## src/rtl/bit_pool_pkg.sv

```systemverilog
// ============================================================
// Module  : bit_pool_pkg
// Brief   : Shared constants and mask helpers for bit_alloc_pool.
// Revision: 1.0 initial release
// ============================================================
`default_nettype none

package bit_pool_pkg;

    localparam int MAX_PORTS = 4;
    localparam int MAX_WIDTH = 256;

    function automatic logic [8:0] popcount(input logic [MAX_WIDTH-1:0] v);
        logic [8:0] n;
        n = '0;
        for (int i = 0; i < MAX_WIDTH; i++) begin
            n = n + 9'(v[i]);
        end
        return n;
    endfunction

    // Rotations act on the low w bits only; w must be a power of two.
    function automatic logic [MAX_WIDTH-1:0] rotr_mask(input logic [MAX_WIDTH-1:0] v,
                                                       input logic [7:0]           sh,
                                                       input int                   w);
        logic [MAX_WIDTH-1:0] r;
        logic [7:0]           src;
        r = '0;
        for (int i = 0; i < MAX_WIDTH; i++) begin
            if (i < w) begin
                src  = 8'((i + int'(sh)) & (w - 1));
                r[i] = v[src];
            end
        end
        return r;
    endfunction

    function automatic logic [MAX_WIDTH-1:0] rotl_mask(input logic [MAX_WIDTH-1:0] v,
                                                       input logic [7:0]           sh,
                                                       input int                   w);
        logic [MAX_WIDTH-1:0] r;
        logic [7:0]           src;
        r = '0;
        for (int i = 0; i < MAX_WIDTH; i++) begin
            if (i < w) begin
                src  = 8'((i - int'(sh)) & (w - 1));
                r[i] = v[src];
            end
        end
        return r;
    endfunction

endpackage

`default_nettype wire

```

## src/rtl/bit_find_index_p.sv

```systemverilog
// ============================================================
// Module  : bit_find_index_p
// Brief   : First set bit of mask at or above start, wrapping.
// Revision: 1.0 initial release
// ============================================================
`default_nettype none

module bit_find_index_p
    import bit_pool_pkg::*;
#(
    parameter  int WIDTH = 64,
    localparam int IDX_W = $clog2(WIDTH)
) (
    input  logic [WIDTH-1:0] mask,
    input  logic [IDX_W-1:0] start,
    output logic [IDX_W-1:0] idx,
    output logic             hasany
);

    logic [WIDTH-1:0] rot;
    logic [IDX_W-1:0] off;

    // Rotate start down to bit 0 so a plain priority search yields the offset.
    always_comb begin
        rot    = WIDTH'(rotr_mask(MAX_WIDTH'(mask), 8'(start), WIDTH));
        off    = '0;
        hasany = 1'b0;
        for (int i = WIDTH - 1; i >= 0; i--) begin
            if (rot[i]) begin
                off    = IDX_W'(i);
                hasany = 1'b1;
            end
        end
        idx = hasany ? (off + start) : '0;
    end

endmodule

`default_nettype wire

```

## src/rtl/bit_alloc_pool.sv

```systemverilog
// ============================================================
// Module  : bit_alloc_pool
// Brief   : Multi-port index allocator with occupancy count, flush and
//           double-free flag. BIT_POOL_RR_EN enables round-robin search.
// Revision: 1.0 initial release
// ============================================================
`default_nettype none

module bit_alloc_pool
    import bit_pool_pkg::*;
#(
    parameter  int WIDTH = 64,
    parameter  int PORTS = 2,
    localparam int IDX_W = $clog2(WIDTH),
    localparam int CNT_W = $clog2(WIDTH + 1)
) (
    input  logic                   clk,
    input  logic                   rst_n,
    input  logic [PORTS-1:0]       alloc_req,
    output logic [PORTS-1:0]       alloc_gnt,
    output logic [PORTS*IDX_W-1:0] alloc_idx,
    input  logic [PORTS-1:0]       free_vld,
    input  logic [PORTS*IDX_W-1:0] free_idx,
    input  logic                   flush,
    output logic [CNT_W-1:0]       free_cnt,
    output logic                   empty,
    output logic                   dbl_free_err
);

    logic [WIDTH-1:0] busy_q, busy_d;
    logic [CNT_W-1:0] free_cnt_q, free_cnt_d;
    logic             empty_q, empty_d;
    logic             err_q, err_d;

    logic [IDX_W-1:0] start;
    logic [WIDTH-1:0] mask [PORTS+1];
    logic [IDX_W-1:0] fidx [PORTS];
    logic [PORTS-1:0] hit;
    logic [PORTS-1:0] take;
    logic             gate;
    logic [WIDTH-1:0] grant_bits;
    logic [WIDTH-1:0] rel;
    logic             dbl;
    logic [IDX_W-1:0] ridx;

    assign gate    = rst_n & ~flush;
    assign mask[0] = ~busy_q;

    // Each port searches what the lower ports left behind.
    for (genvar p = 0; p < PORTS; p++) begin : g_port
        bit_find_index_p #(.WIDTH(WIDTH)) u_find (
            .mask   (mask[p]),
            .start  (start),
            .idx    (fidx[p]),
            .hasany (hit[p])
        );
        assign take[p]                     = alloc_req[p] & hit[p];
        assign mask[p+1]                   = take[p] ? (mask[p] & ~(WIDTH'(1) << fidx[p])) : mask[p];
        assign alloc_gnt[p]                = take[p] & gate;
        assign alloc_idx[p*IDX_W +: IDX_W] = alloc_gnt[p] ? fidx[p] : '0;
    end

    assign grant_bits = gate ? (mask[0] & ~mask[PORTS]) : '0;

    // A second release of the same index in one cycle counts as a double free.
    always_comb begin
        rel  = '0;
        dbl  = 1'b0;
        ridx = '0;
        for (int p = 0; p < PORTS && p < MAX_PORTS; p++) begin
            if (free_vld[p]) begin
                ridx = free_idx[p*IDX_W +: IDX_W];
                if (!busy_q[ridx] || rel[ridx]) begin
                    dbl = 1'b1;
                end else begin
                    rel[ridx] = 1'b1;
                end
            end
        end
    end

    always_comb begin
        busy_d     = (busy_q | grant_bits) & ~rel;
        free_cnt_d = free_cnt_q - CNT_W'(popcount(MAX_WIDTH'(alloc_gnt)))
                                + CNT_W'(popcount(MAX_WIDTH'(rel)));
        err_d      = err_q | dbl;
        if (flush) begin
            busy_d     = '0;
            free_cnt_d = CNT_W'(WIDTH);
            err_d      = err_q;
        end
        empty_d = (free_cnt_d == '0);
    end

    always_ff @(posedge clk or negedge rst_n) begin
        if (!rst_n) begin
            busy_q     <= '0;
            free_cnt_q <= CNT_W'(WIDTH);
            empty_q    <= 1'b0;
            err_q      <= 1'b0;
        end else begin
            busy_q     <= busy_d;
            free_cnt_q <= free_cnt_d;
            empty_q    <= empty_d;
            err_q      <= err_d;
        end
    end

`ifdef BIT_POOL_RR_EN
    logic [IDX_W-1:0] rr_ptr_q, rr_ptr_d;

    assign start = rr_ptr_q;

    always_comb begin
        rr_ptr_d = rr_ptr_q;
        for (int p = 0; p < PORTS; p++) begin
            if (alloc_gnt[p]) begin
                rr_ptr_d = fidx[p] + IDX_W'(1);
            end
        end
        if (flush) begin
            rr_ptr_d = '0;
        end
    end

    always_ff @(posedge clk or negedge rst_n) begin
        if (!rst_n) begin
            rr_ptr_q <= '0;
        end else begin
            rr_ptr_q <= rr_ptr_d;
        end
    end
`else
    assign start = '0;
`endif

    assign free_cnt     = free_cnt_q;
    assign empty        = empty_q;
    assign dbl_free_err = err_q;

endmodule

`default_nettype wire

```

## config.mk

```make
export PLATFORM = sky130hd
export DESIGN_NAME = bit_alloc_pool
export DESIGN_NICKNAME = d
export VERILOG_FILES = /design/src/rtl/bit_pool_pkg.sv /design/src/rtl/bit_find_index_p.sv /design/src/rtl/bit_alloc_pool.sv
export SDC_FILE = /design/constraint.sdc
export NUM_CORES = 1
export LEC_CHECK = 0
export ABC_CLOCK_PERIOD_IN_PS = 10700
export CELL_PAD_IN_SITES_DETAIL_PLACEMENT = 1
export CELL_PAD_IN_SITES_GLOBAL_PLACEMENT = 2
export CORE_UTILIZATION = 38
export DETAILED_ROUTE_END_ITERATION = 12
export PLACE_DENSITY = 0.9
export SETUP_SLACK_MARGIN = 0.02
export SLEW_MARGIN = 30
export SYNTH_ARGS = -nofsm -noshare
export SYNTH_HDL_FRONTEND = slang
export SYNTH_SLANG_ARGS = --single-unit
export TNS_END_PERCENT = 20
```

## constraint.sdc

```tcl
create_clock -name clk -period 10.7 [get_ports clk]
set_input_delay 2.14 -clock clk [delete_from_list [all_inputs] [get_ports clk]]
set_output_delay 2.14 -clock clk [all_outputs]
set_load 0.05 [all_outputs]
```

==> flow_summary.ini <==
[global_routing]
grt_max_degree = 138
grt_antenna_before_repair = 4
gr-total-overflow = 0
grt_pass1_wl_um = 102000
grt_pass1_vias = 16000
grt_usage = 0.455

[yosys]
yosysWarnings = 0
yosysSeqAreaShare = 0.162
async_reset_ff_frac = 1.00
synth_edf_count = 0
netlist_area_um2 = 11300
synth_nets = 1591
synth-main-ff-cell = dfrtp_1
syn_inst = 1486
ys_ff_latch = 73
ys_types = 91
syn_area_per_cell_um2 = 7.59

[placed_design]
place_congestion = 1.15
pre_cts_ws_ns = -0.990
io_buffers = 41
hpwl_um = 49300

[sta]
relSlewSlack = 0.313
hold_viol = 0
worst_pin_slew_ns = 1.02
fin_crit_sh = 1.01
hold_ws_ns = 0.563
finalSetupViolations = 1
fin_worst_skew_ns = 0.0232
slew_violations = 0
setup_slack_ns = -0.0909
rsz0062_at_grt = yes
period_needed_ns = 10.79
max_clock_freq_mhz = 92.7

[outcome]
violations = negative setup slack
status = finished, violations left

[job]
cap_violations = 0

[setup_path]
max_stage_delay_ns = 0.59
slowest_stage = fa_1
critPathKind = in2reg
crit_required_ns = 10.97
crit_path_frequent_cell = fa_1
worstSetupStartpointType = input pin
cp_max_fo = 17
crit_arrival_ns = 11.06
end_kind = flop

[clock_tree]
clock_path_buffers = 2
clock_latency_ns = 0.37
htreeDepth = 3
cts_buffers = 9
cts.sinks = 73
tritoncts = done
cts-root-buf = clkbuf_16
path_clk_slew_ns = 0.08

[drt]
drt_iter0_drc = 2289
drt_pass1_iterations = 7
wl_um = 69600
via_count = 15500
drc = 0
drt.antenna.violating_nets = 0
via_per_inst = 7.08
post_drt_wl_per_cell_um = 31.7

[finish]
fin_util = 0.536
area_delta_synth_final_pct = 37.6
layout_common_cells = buf_4 (368), nor2_1 (131), nand2_1 (120)
final_common_cell = buf_4
nets = 1909
drive_gt1_frac = 0.299

[floorplanning]
fp.dieW_um = 174
fp.dieArea_um2 = 30400
design.core.area_um2 = 28900
ios = 42
die_h_um = 174
rows = 62
initial_utilization = 0.390

[pwr]
peakVddDrop_uv = 177
leakage_uw = 0.00637
powerDensity_nw_per_um2 = 84.0

[worst_hold_path]
hp-class = reg2reg
-- cells by family (layout without fill, tap and decap cells) --
family,count (synthesis),after routing,synth area share
mux,36,36,0.0419
simple gates,596,596,0.282
compound gates,446,446,0.286
other cells,0,2,0
buf+inv,232,555,0.0803
xor+xnor,17,17,0.0132
flops,73,73,0.162
fa+ha+maj,86,86,0.134
-- cell type report --
| class | count | area [um^2] |
|---|---|---|
| clock inverter | 6 | 90.1 |
| sequential | 73 | 1830 |
| inverter | 111 | 424 |
| clock buffer | 10 | 239 |
| tap | 384 | 480 |
| multi-input combinational | 1181 | 8930 |
| fill | 3494 | 13400 |
| timing repair buffer | 428 | 3520 |
| antenna | 2 | 5.00 |
-- sequential cells by signal (all words and copies together), names as in the netlist --
| signal | cells |
|---|---|
| free_cnt | 7 |
| empty | 1 |
| busy_q | 64 |
| dbl_free_err | 1 |
-- where the power goes --
part | switching (uW) | total (uW) | internal [uW]
Clock | 149 | 361 | 212
Combinational | 372 | 640 | 269
Sequential | 10.6 | 301 | 290
Total | 532 | 1300 | 771
-- synthesized netlist by cell type (14+ instances only) --
library cell,n,area share
nand4_1,44,0.024
o22a_1,20,0.016
and3_1,14,0.0078
nor2b_1,22,0.012
dfrtp_1,72,0.16
nand2b_1,22,0.012
or2_2,16,0.0089
a21o_1,15,0.010
inv_1,111,0.037
o211ai_1,20,0.013
clkbuf_1,87,0.029
o22ai_1,65,0.036
nor2_1,131,0.044
a21oi_1,64,0.028
a211oi_1,26,0.017
a31oi_1,14,0.0078
mux2i_1,18,0.016
ha_1,28,0.031
buf_2,18,0.0080
or3_1,20,0.011
o21ai_0,56,0.025
nand2_1,121,0.040
fa_1,58,0.10
nor4_1,19,0.011
o31ai_1,17,0.011
nand3_1,50,0.022
nand3b_1,14,0.0093
nor3_1,52,0.023
-- final timing paths --
kind                                           from  cells after the start  slack [ns]                       end
min reg2reg                dbl_free_err$_DFFE_PN0N_                      1        0.56  dbl_free_err$_DFFE_PN0N_
max in group asynchronous                     rst_n                      2        8.21      busy_q[60]$_DFF_PN0_
min                        dbl_free_err$_DFFE_PN0N_                      1        0.56  dbl_free_err$_DFFE_PN0N_
min in group asynchronous                     rst_n                      2        1.88     free_cnt[5]$_DFF_PN0_
max                                     free_idx[6]                     33       -0.09           empty$_DFF_PN0_
max reg2reg                    busy_q[38]$_DFF_PN0_                     31        0.08           empty$_DFF_PN0_
-- routing by layer --
metal  part of all wire  global-route usage  vias to the layer above
met3               0.13               0.156                      479
met2               0.43               0.689                     1333
li1                   -                   -                     6201
met1               0.35               0.541                     7518
met5            0.00096              0.0112                        -
met4              0.090               0.307                        4
-- critical path: cells and delay by family --
family                     cells  cell delay, ns
xor gates and xnor gates       1            0.13
buffers and inverters          6            0.80
adders and majority gates     10            4.78
and+or+nand+nor                8            1.50
AOI/OAI and AO/OA              8            1.69
-- through the flow --
stage	std cells	setup TNS (ns)	cell area [um^2]	total power [uW]
global placement	2101	-1.99	14200	845
global route	2194	-0.705	15500	1350
finish	2195	-0.0909	15500	1300
CTS	2178	-0.0764	15300	1250
detailed placement	2102	-3.13	14200	876
floorplan	1486	-0.0726	11400	644
-- repair_timing --
action | in CTS | in global routing
endpoints found under the setup margin | 5 | 7
buffers inserted | 56 | 13
resized for setup | 65 | 33
cloned | 4 | 1
pin swaps | 42 | 39
hold buffers | 0 | 0
No activity file was read; power rests on OpenSTA's default activity.
